==> config.mk <==
export PLATFORM = sky130hd
export DESIGN_NAME = pcie_lane_en_seq
export DESIGN_NICKNAME = d
export VERILOG_FILES = /design/src/rtl/pcie_lane_seq_pkg.sv /design/src/rtl/pcie_lane_seq_timer.sv /design/src/rtl/pcie_lane_en_seq.sv
export SDC_FILE = /design/constraint.sdc
export NUM_CORES = 1
export LEC_CHECK = 0
export CAP_MARGIN = 20
export CORE_MARGIN = 2
export CORE_UTILIZATION = 45
export DETAILED_ROUTE_END_ITERATION = 12
export PLACE_DENSITY = 0.69
export SETUP_SLACK_MARGIN = 0.3
export SLEW_MARGIN = 0
export SYNTH_ARGS = -nofsm -noshare
export SYNTH_HDL_FRONTEND = slang
export SYNTH_SLANG_ARGS = --single-unit
==> constraint.sdc <==
create_clock -name CLK -period 2.7 [get_ports CLK]
set_input_delay 0.54 -clock CLK [delete_from_list [all_inputs] [get_ports CLK]]
set_output_delay 0.54 -clock CLK [all_outputs]
set_load 0.05 [all_outputs]
==> src/rtl/pcie_lane_seq_pkg.sv <==
// Shared types and helpers for the PCIe lane-enable sequencer.
// Optional feature macro used by the top: PCIE_LANE_SEQ_LAT_EN (link latency counter).
package pcie_lane_seq_pkg;

    typedef enum logic [3:0] {
        ST_IDLE,
        ST_EN0,
        ST_EN1,
        ST_EN2,
        ST_EN3,
        ST_WAIT_LINK,
        ST_UP,
        ST_RETRY_CHK,
        ST_BACKOFF,
        ST_FAIL
    } state_t;

    localparam int RETRY_W = 8;

    // Width able to hold the larger of the two timer reload values.
    function automatic int timer_width(input int stage_dly, input int linkup_timeout);
        int m;
        m = (stage_dly > linkup_timeout) ? stage_dly : linkup_timeout;
        return $clog2(m + 1);
    endfunction

    // Lane groups that are enabled while the sequencer sits in a given state.
    function automatic logic [3:0] lane_mask(input state_t s);
        logic [3:0] m;
        case (s)
            ST_EN0:       m = 4'b0001;
            ST_EN1:       m = 4'b0011;
            ST_EN2:       m = 4'b0111;
            ST_EN3,
            ST_WAIT_LINK,
            ST_UP,
            ST_RETRY_CHK: m = 4'b1111;
            default:      m = 4'b0000;
        endcase
        return m;
    endfunction

endpackage

==> src/rtl/pcie_lane_seq_timer.sv <==
// Loadable saturating down-counter with a zero flag; never wraps below 0.
module pcie_lane_seq_timer #(
    parameter int W = 8
) (
    input  logic         CLK,
    input  logic         RST,
    input  logic         load,
    input  logic [W-1:0] load_val,
    output logic         zero
);

    logic [W-1:0] count_reg;

    // Load takes priority; otherwise count down and hold at zero.
    always_ff @(posedge CLK) begin
        if (RST) begin
            count_reg <= '0;
        end else if (load) begin
            count_reg <= load_val;
        end else if (count_reg != '0) begin
            count_reg <= count_reg - 1'b1;
        end
    end

    assign zero = (count_reg == '0);

endmodule

==> src/rtl/pcie_lane_en_seq.sv <==
// Lane-enable sequencer: staggers en0..en3, waits for link_up, retries with back-off.
// Define PCIE_LANE_SEQ_LAT_EN to add the link_lat latency counter output.
module pcie_lane_en_seq
    import pcie_lane_seq_pkg::*;
#(
    parameter int STAGE_DLY      = 256,
    parameter int LINKUP_TIMEOUT = 65536,
    parameter int MAX_RETRY      = 3
) (
    input  logic               CLK,
    input  logic               RST,
    input  logic               start,
    input  logic               link_up,
    output logic               en0,
    output logic               en1,
    output logic               en2,
    output logic               en3,
    output logic               busy,
    output logic               done,
    output logic               fail,
    output logic [RETRY_W-1:0] retry_cnt
`ifdef PCIE_LANE_SEQ_LAT_EN
    ,
    output logic [31:0]        link_lat
`endif
);

    localparam int TIMER_W = timer_width(STAGE_DLY, LINKUP_TIMEOUT);
    localparam logic [TIMER_W-1:0] STAGE_LOAD = TIMER_W'(STAGE_DLY - 1);
    localparam logic [TIMER_W-1:0] WAIT_LOAD  = TIMER_W'(LINKUP_TIMEOUT - 1);
    localparam logic [RETRY_W-1:0] RETRY_MAX  = RETRY_W'(MAX_RETRY);

    state_t               state_reg;
    state_t               state_next;
    logic                 timer_load;
    logic [TIMER_W-1:0]   timer_load_val;
    logic                 timer_zero;
    logic [RETRY_W-1:0]   retry_cnt_reg;
    logic [RETRY_W-1:0]   retry_cnt_next;
    logic [3:0]           en_reg;
    logic                 busy_reg;
    logic                 done_reg;
    logic                 fail_reg;

    pcie_lane_seq_timer #(
        .W (TIMER_W)
    ) u_timer (
        .CLK      (CLK),
        .RST      (RST),
        .load     (timer_load),
        .load_val (timer_load_val),
        .zero     (timer_zero)
    );

    // Next-state decode; the timer is reloaded on entry to every timed state.
    always_comb begin
        state_next     = state_reg;
        timer_load     = 1'b0;
        timer_load_val = STAGE_LOAD;
        retry_cnt_next = retry_cnt_reg;
        case (state_reg)
            ST_IDLE: begin
                if (start) begin
                    state_next     = ST_EN0;
                    timer_load     = 1'b1;
                    retry_cnt_next = '0;
                end
            end
            ST_EN0: if (timer_zero) begin state_next = ST_EN1; timer_load = 1'b1; end
            ST_EN1: if (timer_zero) begin state_next = ST_EN2; timer_load = 1'b1; end
            ST_EN2: if (timer_zero) begin state_next = ST_EN3; timer_load = 1'b1; end
            ST_EN3: begin
                if (timer_zero) begin
                    state_next     = ST_WAIT_LINK;
                    timer_load     = 1'b1;
                    timer_load_val = WAIT_LOAD;
                end
            end
            ST_WAIT_LINK: begin
                // link_up beats a simultaneous timeout
                if (link_up) begin
                    state_next = ST_UP;
                end else if (timer_zero) begin
                    state_next = ST_RETRY_CHK;
                end
            end
            ST_UP: if (!link_up) state_next = ST_RETRY_CHK;
            ST_RETRY_CHK: begin
                if (retry_cnt_reg == RETRY_MAX) begin
                    state_next = ST_FAIL;
                end else begin
                    state_next     = ST_BACKOFF;
                    retry_cnt_next = retry_cnt_reg + 1'b1;
                    timer_load     = 1'b1;
                end
            end
            ST_BACKOFF: if (timer_zero) begin state_next = ST_EN0; timer_load = 1'b1; end
            ST_FAIL: state_next = ST_FAIL;
            default: state_next = ST_IDLE;
        endcase
    end

    // State register and status outputs, registered from the current state.
    always_ff @(posedge CLK) begin
        if (RST) begin
            state_reg     <= ST_IDLE;
            retry_cnt_reg <= '0;
            en_reg        <= 4'b0000;
            busy_reg      <= 1'b0;
            done_reg      <= 1'b0;
            fail_reg      <= 1'b0;
        end else begin
            state_reg     <= state_next;
            retry_cnt_reg <= retry_cnt_next;
            en_reg        <= lane_mask(state_reg);
            busy_reg      <= (state_reg != ST_IDLE) && (state_reg != ST_UP) && (state_reg != ST_FAIL);
            done_reg      <= (state_reg == ST_UP);
            fail_reg      <= (state_reg == ST_FAIL);
        end
    end

    assign en0       = en_reg[0];
    assign en1       = en_reg[1];
    assign en2       = en_reg[2];
    assign en3       = en_reg[3];
    assign busy      = busy_reg;
    assign done      = done_reg;
    assign fail      = fail_reg;
    assign retry_cnt = retry_cnt_reg;

`ifdef PCIE_LANE_SEQ_LAT_EN
    logic [31:0] lat_reg;

    // Cycles since the latest EN0 entry; frozen while the link is up, saturating.
    always_ff @(posedge CLK) begin
        if (RST) begin
            lat_reg <= '0;
        end else if ((state_reg != ST_EN0) && (state_next == ST_EN0)) begin
            lat_reg <= '0;
        end else if ((state_reg != ST_UP) && (lat_reg != 32'hFFFF_FFFF)) begin
            lat_reg <= lat_reg + 32'd1;
        end
    end

    assign link_lat = lat_reg;
`endif

endmodule
==> impl_metrics.py <==
metrics = {
    "cts": {
        "clock_sinks": 36,
        "clock_path_buffers": 2,
        "numCtsBuffers": 5,
        "clkTransAtPathRegs_ps": 70,
        "cts_hold_buffers": 0,
        "cts_root_buf": "clkbuf_8",
        "clk_latency_ps": 300,
        "cts_max_level": 2,
        "cts_tree": "done",
    },
    "hold_path": {
        "holdPathStages": 2,
        "hold_start": "retry_cnt[1]",
        "hold_end": "retry_cnt[1]",
        "hold_path.class": "reg -> reg",
    },
    "floorplan": {
        "floorplan.initialDensity_pct": 46.8,
        "row_count": 23,
        "die_area_mm2": 0.00473,
        "core_region_area_mm2": 0.00403,
        "dieHeight_um": 68.8,
        "ios": 19,
        "die_w_um": 68.8,
    },
    "placed_design": {
        "postPlaceCellArea_mm2": 0.00215,
        "io_buffers": 18,
        "hpwl_mm": 3.16,
        "pre_cts_slack_ps": 187,
        "gp_congestion": 0.826,
    },
    "layout": {
        "syn2layout_area_growth_pct": 19.7,
        "most-common-layout-cells": "36 x dfxtp_1, 21 x nand2_1, 18 x clkdlybuf4s50_1, 17 x nor2_1, 13 x a21oi_1",
        "largest_reg_flops": 17,
        "fin_nets": 254,
        "diodes": 0,
        "final_common_cell": "dfxtp_1",
        "fin_area_mm2": 0.00226,
        "drive_above_1_share_pct": 12.1,
        "fin_util_pct": 56.1,
        "nFillCells": 390,
    },
    "setup_path": {
        "reg2reg_slack_ps": 510,
        "cp_max_fo": 5,
        "cp-end-kind": "flop",
        "arrival_ps": 2390,
        "r2r_start": "u_timer.count_reg[8]",
        "reg2regPathDepth": 5,
        "r2r_end": "u_timer.count_reg[15]",
        "crit_type": "reg -> reg",
        "critPathLaunchType": "flop",
        "cp.required_ps": 2900,
    },
    "global_routing": {
        "grt_pass1_wl_mm": 7.59,
        "grt_start_max_net_pins": 15,
        "grt_util_all_layers_pct": 21.5,
        "grt_overflow": 0,
        "antenna_found_initial": 0,
        "first_global_vias": 1570,
    },
    "power": {
        "peakVddDrop_uv": 274,
        "p_per_area_mw_per_mm2": 604,
        "p_leak_nw": 0.818,
    },
    "sta": {
        "max_freq_mhz": 457,
        "hold_viol": 0,
        "setup_viol": 0,
        "setup_slack_ps": 510,
        "min_period_over_period_pct": 81.1,
        "relSlewSlack_pct": 63.8,
        "drv_slew": 0,
        "setup-tns-final_ps": 0,
        "period_minus_slack_ps": 2190,
        "holdWs_ps": 521,
        "finalClockSkew_ps": 2.85,
        "rsz0062_at_grt": "false",
        "worst_slew_pin_slew_ps": 543,
    },
    "drt": {
        "postRouteAntennaNets": 0,
        "drc": 0,
        "routed_wl_mm": 4.48,
        "drtIter0Drc": 184,
        "wire_per_inst_um": 15.0,
        "viasPerCell": 5.99,
        "dr.pass1.iters": 5,
        "num_vias": 1785,
    },
    "job": {
        "max_cap_viol_count": 0,
    },
    "synth": {
        "synthCells": 227,
        "syn-num-nets": 234,
        "ys_warn_count": 0,
        "ys_types": 45,
        "synth_seq_cells": 36,
        "synth-seq-area-share_pct": 38.2,
        "syn_avg_cell_area_um2": 8.31,
        "syn_area_mm2": 0.00189,
    },
    "run_status": {
        "outcome": "completed",
    },
}
-- synth_stat cells, drive strengths merged --
master,count,area (µm²)
nor3b,1,7.51
a31oi,4,25.0
a221oi,8,70.1
nor3,11,55.1
and3,2,12.5
o2111ai,2,17.5
a221o,1,10.0
buf,1,5.00
o21ai,9,45.0
or4,5,45.0
and3b,1,8.76
nand3b,2,15.0
a211oi,3,27.5
dfxtp,36,721
o31ai,1,7.51
clkbuf,16,60.1
a311oi,1,8.76
nand4,6,37.5
o311ai,1,8.76
nor4b,3,26.3
or3,1,6.26
ha,3,37.5
nand3,11,55.1
nor2,18,67.6
nand4b,2,17.5
a21oi,14,73.8
o41ai,1,8.76
a21bo,1,10.0
and4,2,17.5
nor4,6,50.0
or2,2,12.5
a2111oi,1,8.76
nand2b,2,12.5
xnor2,7,61.3
a211o,4,35.0
nand2,21,78.8
xor2,8,70.1
nor2b,2,12.5
o21bai,1,7.51
inv,3,11.3
and2,3,18.8
-- what timing repair did --
action,CTS,global route
gates resized for setup,1,2
setup endpoints to repair,14,10
setup buffers,0,0
-- report_power, final --
| group | leakage [nW] | switching (W) | internal, W | total (W) |
|---|---|---|---|---|
| registers | 0.294 | 0.0000490 | 0.000568 | 0.000617 |
| logic | 0.480 | 0.000184 | 0.000150 | 0.000334 |
| clock network | 0.0445 | 0.000205 | 0.000207 | 0.000412 |
-- critical path, cell delays in order, from the launching register on --
cell and delay, ps:
dfxtp_1 360, or4_1 540, or4_4 530, or3_1 350, xnor2_1 130, a21bo_1 180
-- per-stage QoR --
stage               instances  total power (W)
floorplan                 227         0.000855
detailed placement        290         0.000957
finish                    298          0.00136
global route              298          0.00143
CTS                       298          0.00136
global placement          290         0.000954
-- layer usage --
| metal | global-route usage (%) | share of wire [%] | wire [µm] |
|---|---|---|---|
| met4 | 8.82 | 1.9 | 86 |
| met2 | 30.4 | 43 | 1900 |
| met3 | 5.84 | 5.9 | 264 |
| met1 | 30.7 | 50 | 2220 |
| met5 | 0 | 0 | 0 |
-- worst max-delay path by stage --
stage | slack, ps | to | from
3_3_place_gp | 300 | retry_cnt[5] | start
3_5_place_dp | 190 | u_timer.count_reg[12] | retry_cnt[0]
6_report | 510 | u_timer.count_reg[15] | u_timer.count_reg[8]
2_1_floorplan | 310 | u_timer.count_reg[10] | retry_cnt[0]
5_1_grt | 350 | u_timer.count_reg[7] | state_reg[2]
4_1_cts | 440 | retry_cnt[5] | retry_cnt[0]
-- layout make-up --
type / instances / area, µm² / share of cell area, %
Multi-Input combinational cell: 171 / 1100 / 48.7
Sequential cell: 36 / 721 / 31.9
Timing Repair Buffer: 30 / 270 / 12.0
Clock buffer: 7 / 86.3 / 3.82
Tap cell: 50 / 62.6 / 2.77
Inverter: 3 / 11.3 / 0.499
Clock inverter: 1 / 7.51 / 0.332
-- kinds of logic after synthesis --
family / count (synthesis) / share of synthesized area, %
AO/OA/AOI/OAI: 52 / 19.3
buffers and inverters: 20 / 4.04
adder cells (fa/ha/maj): 3 / 1.99
flip-flops: 36 / 38.2
AND/OR/NAND/NOR: 101 / 29.5
XOR/XNOR: 15 / 6.96
Power figures use the tool's default switching activity.
